==> config.mk <==
export PLATFORM = sky130hd
export DESIGN_NAME = idct4_row_engine_flat
export DESIGN_NICKNAME = d
export VERILOG_FILES = /design/src/rtl/idct4_row_engine_if.sv /design/src/rtl/idct4_row_engine.sv /design/src/flat_wrapper.sv
export SDC_FILE = /design/constraint.sdc
export NUM_CORES = 1
export LEC_CHECK = 0
export ABC_AREA = 1
export CORE_ASPECT_RATIO = 0.9
export CORE_MARGIN = 3
export CORE_UTILIZATION = 45
export CTS_BUF_LIST = sky130_fd_sc_hd__clkbuf_4 sky130_fd_sc_hd__clkbuf_8
export DETAILED_ROUTE_END_ITERATION = 8
export HOLD_SLACK_MARGIN = 0.06
export MAX_ROUTING_LAYER = met4
export PLACE_DENSITY = 0.59
export SLEW_MARGIN = 20
export SYNTH_ARGS = -nofsm -noshare
export SYNTH_HDL_FRONTEND = slang
export SYNTH_SLANG_ARGS = --single-unit
==> constraint.sdc <==
create_clock -name clk -period 8.75 [get_ports clk]
set_input_delay 0.875 -clock clk [delete_from_list [all_inputs] [get_ports clk]]
set_output_delay 0.875 -clock clk [all_outputs]
set_load 0.005 [all_outputs]
==> src/rtl/idct4_row_engine_if.sv <==
// Handshake/bus bundle for idct4_row_engine.
//   Input side : in_valid/in_ready with coefficient vector d_in_1..d_in_4 (x0..x3).
//   Output side: out_valid/out_ready with d_out (y[out_idx]), out_idx and out_last.
// slave  = engine view, master = producer/consumer view.
interface idct4_row_engine_if #(
  parameter int IN_W  = 16,
  parameter int OUT_W = 24
);
  logic                    in_valid;
  logic                    in_ready;
  logic signed [IN_W-1:0]  d_in_1;
  logic signed [IN_W-1:0]  d_in_2;
  logic signed [IN_W-1:0]  d_in_3;
  logic signed [IN_W-1:0]  d_in_4;
  logic                    out_valid;
  logic                    out_ready;
  logic signed [OUT_W-1:0] d_out;
  logic [1:0]              out_idx;
  logic                    out_last;

  modport slave (
    input  in_valid, d_in_1, d_in_2, d_in_3, d_in_4, out_ready,
    output in_ready, out_valid, d_out, out_idx, out_last
  );

  modport master (
    output in_valid, d_in_1, d_in_2, d_in_3, d_in_4, out_ready,
    input  in_ready, out_valid, d_out, out_idx, out_last
  );
endinterface

==> src/rtl/idct4_row_engine.sv <==
// Streaming 4-point inverse-DCT row engine (HEVC basis 64/83/36).
// Latches one coefficient vector x0..x3 and emits y0..y3 serially, one per
// accepted output beat, with optional rounding shift and saturation.
// Ports:
//   clk   : rising-edge clock
//   reset : synchronous, active-low reset
//   bus   : idct4_row_engine_if.slave (input vector handshake, output beat handshake)
module idct4_row_engine #(
  parameter int IN_W  = 16,
  parameter int OUT_W = 24,
  parameter int SHIFT = 0,
  parameter int SAT   = 1
) (
  input logic                clk,
  input logic                reset,
  idct4_row_engine_if.slave  bus
);

  localparam int PW     = IN_W + 8;
  localparam int AW     = IN_W + 10;
  localparam int EW     = ((AW > OUT_W) ? AW : OUT_W) + 1;
  localparam int RND_SH = (SHIFT > 0) ? SHIFT - 1 : 0;
  localparam int RND    = (SHIFT > 0) ? (1 << RND_SH) : 0;

  localparam logic [0:0] ST_IDLE = 1'b0;
  localparam logic [0:0] ST_RUN  = 1'b1;

  // One basis column: full-precision MAC, round, then saturate or wrap.
  function automatic logic signed [OUT_W-1:0] col_result(
    input logic signed [IN_W-1:0] a,
    input logic signed [IN_W-1:0] b,
    input logic signed [IN_W-1:0] c,
    input logic signed [IN_W-1:0] e,
    input logic [1:0]             k
  );
    logic signed [7:0]    c1, c2, c3;
    logic signed [PW-1:0] p0, p1, p2, p3;
    logic signed [AW-1:0] acc, acc_r;
    logic signed [EW-1:0] ext, maxv, minv;
    logic signed [OUT_W-1:0] res;
    case (k)
      2'd0:    begin c1 = 8'sd83;  c2 = 8'sd64;  c3 = 8'sd36;  end
      2'd1:    begin c1 = 8'sd36;  c2 = -8'sd64; c3 = -8'sd83; end
      2'd2:    begin c1 = -8'sd36; c2 = -8'sd64; c3 = 8'sd83;  end
      default: begin c1 = -8'sd83; c2 = 8'sd64;  c3 = -8'sd36; end
    endcase
    p0    = PW'(a) * PW'(8'sd64);
    p1    = PW'(b) * PW'(c1);
    p2    = PW'(c) * PW'(c2);
    p3    = PW'(e) * PW'(c3);
    acc   = AW'(p0) + AW'(p1) + AW'(p2) + AW'(p3);
    acc_r = (acc + AW'(RND)) >>> SHIFT;
    ext   = EW'(acc_r);
    maxv  = (EW'(1) <<< (OUT_W - 1)) - EW'(1);
    minv  = -(EW'(1) <<< (OUT_W - 1));
    res   = OUT_W'(ext);
    if (SAT != 0) begin
      if (ext > maxv)      res = OUT_W'(maxv);
      else if (ext < minv) res = OUT_W'(minv);
    end
    return res;
  endfunction

  logic [0:0]              state_q, state_d;
  logic signed [IN_W-1:0]  x0_q, x0_d, x1_q, x1_d, x2_q, x2_d, x3_q, x3_d;
  logic signed [OUT_W-1:0] d_out_q, d_out_d;
  logic [1:0]              idx_q, idx_d;
  logic                    last_q, last_d;
  logic                    in_ready_c, xfer, consume;
  logic [1:0]              idx_nxt;

  always_comb begin
    state_d = state_q;
    x0_d    = x0_q;
    x1_d    = x1_q;
    x2_d    = x2_q;
    x3_d    = x3_q;
    d_out_d = d_out_q;
    idx_d   = idx_q;
    last_d  = last_q;
    idx_nxt = idx_q + 2'd1;

    in_ready_c = (state_q == ST_IDLE) || ((idx_q == 2'd3) && bus.out_ready);
    xfer       = bus.in_valid && in_ready_c;
    consume    = (state_q == ST_RUN) && bus.out_ready;

    if (xfer) begin
      // y0 comes straight from the incoming vector so a vector accepted
      // together with the final beat follows without a bubble.
      x0_d    = bus.d_in_1;
      x1_d    = bus.d_in_2;
      x2_d    = bus.d_in_3;
      x3_d    = bus.d_in_4;
      state_d = ST_RUN;
      idx_d   = 2'd0;
      last_d  = 1'b0;
      d_out_d = col_result(bus.d_in_1, bus.d_in_2, bus.d_in_3, bus.d_in_4, 2'd0);
    end else if (consume) begin
      if (idx_q == 2'd3) begin
        state_d = ST_IDLE;
        idx_d   = 2'd0;
        last_d  = 1'b0;
        d_out_d = '0;
      end else begin
        idx_d   = idx_nxt;
        last_d  = (idx_nxt == 2'd3);
        d_out_d = col_result(x0_q, x1_q, x2_q, x3_q, idx_nxt);
      end
    end
  end

  always_ff @(posedge clk) begin
    if (!reset) begin
      state_q <= ST_IDLE;
      x0_q    <= '0;
      x1_q    <= '0;
      x2_q    <= '0;
      x3_q    <= '0;
      d_out_q <= '0;
      idx_q   <= '0;
      last_q  <= 1'b0;
    end else begin
      state_q <= state_d;
      x0_q    <= x0_d;
      x1_q    <= x1_d;
      x2_q    <= x2_d;
      x3_q    <= x3_d;
      d_out_q <= d_out_d;
      idx_q   <= idx_d;
      last_q  <= last_d;
    end
  end

  assign bus.in_ready  = in_ready_c;
  assign bus.out_valid = (state_q == ST_RUN);
  assign bus.d_out     = d_out_q;
  assign bus.out_idx   = idx_q;
  assign bus.out_last  = last_q;

endmodule

==> src/flat_wrapper.sv <==
// flat-port wrapper written by rule: the top's interface ports become plain ports
module idct4_row_engine_flat 
#(
  parameter int IN_W  = 16,
  parameter int OUT_W = 24,
  parameter int SHIFT = 0,
  parameter int SAT   = 1
)
  (clk, reset, bus_in_valid, bus_d_in_1, bus_d_in_2, bus_d_in_3, bus_d_in_4, bus_out_ready, bus_in_ready, bus_out_valid, bus_d_out, bus_out_idx, bus_out_last);
  idct4_row_engine_if #(.IN_W(IN_W), .OUT_W(OUT_W)) bus_i ();
  input logic clk;
  input logic reset;
  input wire logic [$bits(bus_i.in_valid)-1:0] bus_in_valid;
  input wire logic [$bits(bus_i.d_in_1)-1:0] bus_d_in_1;
  input wire logic [$bits(bus_i.d_in_2)-1:0] bus_d_in_2;
  input wire logic [$bits(bus_i.d_in_3)-1:0] bus_d_in_3;
  input wire logic [$bits(bus_i.d_in_4)-1:0] bus_d_in_4;
  input wire logic [$bits(bus_i.out_ready)-1:0] bus_out_ready;
  output wire logic [$bits(bus_i.in_ready)-1:0] bus_in_ready;
  output wire logic [$bits(bus_i.out_valid)-1:0] bus_out_valid;
  output wire logic [$bits(bus_i.d_out)-1:0] bus_d_out;
  output wire logic [$bits(bus_i.out_idx)-1:0] bus_out_idx;
  output wire logic [$bits(bus_i.out_last)-1:0] bus_out_last;
  assign bus_i.in_valid = bus_in_valid;
  assign bus_i.d_in_1 = bus_d_in_1;
  assign bus_i.d_in_2 = bus_d_in_2;
  assign bus_i.d_in_3 = bus_d_in_3;
  assign bus_i.d_in_4 = bus_d_in_4;
  assign bus_i.out_ready = bus_out_ready;
  assign bus_in_ready = bus_i.in_ready;
  assign bus_out_valid = bus_i.out_valid;
  assign bus_d_out = bus_i.d_out;
  assign bus_out_idx = bus_i.out_idx;
  assign bus_out_last = bus_i.out_last;
  idct4_row_engine #(.IN_W(IN_W), .OUT_W(OUT_W), .SHIFT(SHIFT), .SAT(SAT)) u_core (.clk(clk), .reset(reset), .bus(bus_i));
endmodule
After elaboration in Yosys (flattened, before gate mapping)
Index checks and enable logic that the tools add are counted.
Operators by class
  add/sub/neg operators: 7
  magnitude comparators: 4
  eq/ne operators: 4
  bitwise operators: 2
  mux-type cells: 27
  $mul: 6
  reductions and logical operators: 10
Operator list (count)
  $mux 24: 7
  $mul 16x8->24: 6
  $mux 8: 13
  $add 25x24->26: 2
  $add 26x24->26: 2
  $gt 26x24->1 const B: 2
  $lt 26x24->1 const B: 2
  $add 22x24->25: 2
  $pmux 8 s3: 2
  $eq 2x2->1 const B: 3
  $mux 1: 4
  $reduce_bool 2->1: 2
  $reduce_or 2->1: 2
  $logic_and 1x1->1: 3
  $add 2x1->2 const B: 1
  $eq 2x1->1 const B: 1
  $logic_not 2->1: 1
  $mux 2: 1
  $not 1->1: 2
  $reduce_and 2->1: 1
  $logic_or 1x1->1: 1
Word-level totals
  bits of input ports: 68
  output and inout port bits: 29
  register bits after elaboration: 92
  word-level logic and storage cells: 68

Longest topological paths before layout
  word-level depth: 16
  mapped depth: 41
  depth with buffers taken out: 38

Worst setup path before layout
No wires, ideal clock.
  kind: register to register
  from: register u_core.idx_q[0] (netlist: u_core.bus.out_idx[0])
  to: register u_core.d_out_q[21] (netlist: u_core.bus.d_out[21])
  path buffers: 3
  slack: 0.963 ns
  arrival: 7.678 ns
  cell stages (with the launch flop): 38
  library setup time: 0.109 ns
  required time: 8.641 ns
  period minus slack after synthesis: 7.787 ns
  cell sequence: dfxtp_1 > clkbuf_1 > inv_1 > buf_1 > ha_1 > nor2_1 > nor2_1 > nor2_1 > fa_1 > inv_1 > fa_1 > fa_1 > inv_1 > fa_1 > inv_1 > fa_1 > inv_1 > fa_1 > (+2 left out) > inv_1 > ha_1 > nand2_1 > nor2_1 > nand2_1 > nor2_1 > nand2_1 > nand3_1 > inv_1 > nand3_1 > nand2_2 > o21ai_4 > buf_6 > nand2_1 > nand2_1 > nand3_1 > nand2_1 > inv_1
On the way
  cells in the longest elaborated chain, start to end: 16
  elaborated cells between the ends (all ways): 35
  classes of those cells: add/sub (4); mul (3); order compare (2); eq/ne (3); mux (17); reduce/logical (6)
Ends and longest elaborated chain
  start: declaration: line idct4_row_engine.sv:67  | logic [1:0] idx_q, idx_d;
  start signal: assignment: line idct4_row_engine.sv:129  | idx_q <= idx_d;
  $add 2x1->2: line idct4_row_engine.sv:81  | idx_nxt = idx_q + 2'd1;
  $eq 2x2->1, or another cell as far along: line idct4_row_engine.sv:41  | case (k)
  $pmux 8 s3 / $reduce_or 2->1 (equally long branches)
  $mux 8 (on tied branches): line idct4_row_engine.sv:99, idct4_row_engine.sv:41
  $mux 8 (on tied branches): line idct4_row_engine.sv:98, idct4_row_engine.sv:99
  $mux 8 (on tied branches): line idct4_row_engine.sv:87, idct4_row_engine.sv:98
  $mul 16x8->24 / $mux 8 (equally long branches): line idct4_row_engine.sv:48, idct4_row_engine.sv:87
  $add 22x24->25 / $mul 16x8->24 (equally long branches): line idct4_row_engine.sv:51, idct4_row_engine.sv:49
  $add 25x24->26: line idct4_row_engine.sv:51  | acc = AW'(p0) + AW'(p1) + AW'(p2) + AW'(p3);
  $add 26x24->26: line idct4_row_engine.sv:51
  $lt 26x24->1: line idct4_row_engine.sv:59  | else if (ext < minv) res = OUT_W'(minv);
  $mux 24: line idct4_row_engine.sv:59
  $mux 24: line idct4_row_engine.sv:58  | if (ext > maxv) res = OUT_W'(maxv);
  $mux 24: line idct4_row_engine.sv:99  | if (idx_q == 2'd3) begin
  $mux 24: line idct4_row_engine.sv:98  | end else if (consume) begin
  $mux 24: line idct4_row_engine.sv:87  | if (xfer) begin
  end signal: assignment: line idct4_row_engine.sv:128  | d_out_q <= d_out_d;
  end: declaration: line idct4_row_engine.sv:66  | logic signed [OUT_W-1:0] d_out_q, d_out_d;
Several ways; a longest one is shown, not always the timed one. The select of a mux whose other input is x is not followed.
A chain may end at the register's enable or synchronous reset.

Worst setup path in the final report
  from: register u_core.idx_q[0] (netlist: u_core.bus.out_idx[0])
  to: register u_core.d_out_q[13] (netlist: u_core.bus.d_out[13])
Same word-level chain as after synthesis.

==> results by group <==
Status
  – Run status: finished clean

Logic synthesis
  – Syn avg cell area: between 8 and 9 sq um
  – Net Count, Synth: ~3400
  – Post-synth ARST share: 0
  – Synth area leader: fa_1
  – Register area share after synthesis: 0.0866
  – Post-synthesis cell count: 2625
  – YS warnings: 0
  – Synth unique cells: 43
  – Prevailing post-synth register cell: dfxtp_1
  – Post-synth top area share: 0.371
  – Syn Std Cell Area: roughly 21000 sq um
  – Synth top area cells: fa_1, ha_1, inv_1
  – EDFF count, synth: 0
  – FF+latch count, synth: roughly 90

Timing
  – Worst slew margin: 0.438
  – RSZ-0062 raised after global routing: no
  – Setup TNS Final: 0 ps
  – Worst Max-Slew Pin Slew: approximately 840 ps
  – Final slew viol count: 0
  – Fin Clk Skew: around 21 ps
  – Final hold violation count: 0
  – Post-layout min period: 8050 ps
  – Final setup fails: 0
  – Fmax: approximately 120 MHz
  – Final period utilization: 0.920

Clock tree
  – Setup Buffers After CTS: 0
  – Clock Tree Buf Depth: 2
  – Clock tree sinks: 92
  – Clock Pin Slew Worst Setup and Hold Paths: between 100 and 150 ps
  – CTS resizes: 0
  – Hold_buf cts: 0
  – TritonCTS clock tree: done
  – Root Driver: clkbuf_8
  – Clock latency on the worst-skew pair: ~440 ps
  – TritonCTS Buffers: 9
  – Htree depth: 3

Worst setup path
  – R2r startpoint: u_core.bus.out_idx[0]$_SDFFE_PP0P_
  – Startpoint types: flop
  – CP max stage delay: 610 ps
  – R2r setup slk: roughly 700 ps
  – Setup crit end kind: flop
  – WP data required: between 9000 and 10000 ps
  – WP data arrival: between 8000 and 9000 ps
  – RR Endpoint: u_core.bus.d_out[13]$_SDFFE_PN0P_
  – R2r worst-path depth: 28
  – Worst-path fanout max: 46
  – Critical path class: reg2reg
  – Slowest CP cell: fa_1
  – CP dominant cell by count: fa_1

Floorplanning
  – I/O pins: 97
  – Rows: between 70 and 80
  – Die X: around 240 um
  – Full die area: around 50000 sq um
  – Initial core utilization: 0.462
  – Core area: between 40000 and 50000 sq um
  – DIE HEIGHT: about 210 um

Layout
  – Fin util: 0.499
  – Fillers: 4563
  – Most common cell after layout, fill and taps aside: inv_1
  – Most frequent cells in the layout: inv_1, nand2_1, fa_1
  – Nets@finish: 3437
  – Layout cells sized above 1: 0.0410
  – Area Overhead vs Synth: 8.12%

Drt
  – Detailed-route via count: around 16000
  – WL met1: about 30 mm
  – WL final: around 64 mm
  – Met2 WL: approximately 29 mm
  – ANT nets after route: 0
  – Post-DR wirelength/cell: 19.4 um
  – Drt pass-1 iters: 5
  – Initial drt markers: 1006
  – Number of remaining DRC errors: 0
  – DR vias/cell: between 4 and 5
  – Metal3 WL: between 3 and 4 mm
  – Max Used Layer: met4

Hold path
  – Hold path depth: 2
  – Hold Startpoint: u_core.bus.out_last$_SDFFE_PP0P_
  – Min-Delay Endpoint: u_core.bus.out_last$_SDFFE_PP0P_
  – Worst Hold Class: reg2reg

GRT
  – First-pass GRT wire length: 102 mm
  – Total grt overflow: 0
  – Antenna violations before repair: 3
  – Number of global-route vias before repair: 17400
  – GRT Util Overall: 0.279
  – Largest net degree at the start of global routing: between 70 and 80

Placed design
  – Post-DP HPWL: between 50 and 60 mm
  – GPL Wtd Cong: between 0.9 and 1
  – I/O Buffers: 96

Flow run
  – Max Cap Violations: 0
==> sequential cells by signal (all words and copies together), names as in the netlist <==
| register | cells |
|---|---|
| u_core.x1_q | 16 |
| u_core.x0_q | 16 |
| u_core.x2_q | 16 |
| u_core.x3_q | 16 |
| u_core.bus.d_out | 24 |
| u_core.bus.out_idx | 2 |
| u_core.bus.out_valid | 1 |
| u_core.bus.out_last | 1 |
==> worst max path at each step <==
stage	start	to	slack [ps]	cells after the start
after CTS	u_core.bus.out_idx[0]$_SDFFE_PP0P_	u_core.bus.d_out[13]$_SDFFE_PN0P_	690	29
after floorplan	u_core.bus.out_idx[0]$_SDFFE_PP0P_	u_core.bus.d_out[21]$_SDFFE_PN0P_	960	37
final	u_core.bus.out_idx[0]$_SDFFE_PP0P_	u_core.bus.d_out[13]$_SDFFE_PN0P_	700	28
after global placement	u_core.bus.out_idx[0]$_SDFFE_PP0P_	u_core.bus.d_out[11]$_SDFFE_PN0P_	780	29
after global routing	u_core.bus.out_idx[0]$_SDFFE_PP0P_	u_core.bus.d_out[13]$_SDFFE_PN0P_	310	29
after detailed placement	u_core.bus.out_idx[0]$_SDFFE_PP0P_	u_core.bus.d_out[13]$_SDFFE_PN0P_	700	29
==> per-layer routing <==
metal,vias to the layer above,GRT usage
met5,-,-
met4,0,0.0728
met3,63,0.0411
met2,373,0.430
met1,7954,0.390
li1,7810,-
==> layout make-up <==
type | count | area, sq um | area share
multi-input combinational | 1724 | 16300 | 0.709
inverter | 738 | 2770 | 0.121
sequential | 92 | 1840 | 0.0802
timing repair buffer | 115 | 1100 | 0.0478
tap | 608 | 761 | 0.0331
clock buffer | 9 | 124 | 0.00539
clock inverter | 7 | 78.8 | 0.00343
antenna | 4 | 10.0 | 0.000435
==> kinds of logic (layout without fill, tap and decap cells) <==
kind of cell             Yosys count  after routing  synth area share
adder cells (fa/ha/maj)          689            689             0.545
buffers and inverters            809            869             0.147
flip-flops                        92             92            0.0866
XOR/XNOR                          38             38            0.0157
other                              1              5          0.000176
AO/OA/AOI/OAI                    197            197            0.0504
AND/OR/NAND/NOR                  799            799             0.155
==> worst max-delay path: cells and delay by family, from the launching register on <==
kind	cells	cell delay [ps]
fa+ha+maj	9	4280
compound gates	4	1060
flops	1	500
buf+inv	8	1390
simple gates	7	710
==> metrics by stage <==
stage	hold WS, ps	worst slack, ps	std cells	area [sq um]
final	499	699	3297	23000
after global routing	531	307	3296	23000
after CTS	496	687	3293	23000
after detailed placement	471	700	3277	22800
after global placement	491	775	3277	22800
after floorplan	457	963	2625	21300
==> synth_stat cells (2+ instances only) <==
master    number
o21bai_1      11
buf_6          3
xnor2_1       18
buf_4          3
xor2_1        20
inv_1        723
nand3_2        3
dfxtp_1       92
nand3_1       70
nor3_1         3
nand3b_1       5
inv_2          9
buf_1          5
or2_2         11
nand2_2       22
a21oi_1       72
nor2_2         9
clkinv_1       6
a31oi_1        2
nand2_1      443
nand2_4        4
buf_2          2
clkbuf_1      55
o21ai_0       97
fa_1         394
a21oi_2        8
nor2_1       218
ha_1         295
nand4_1        8
Power is not shown: default switching activity piles up to over one toggle a cycle in this logic, so the estimate is an artifact.
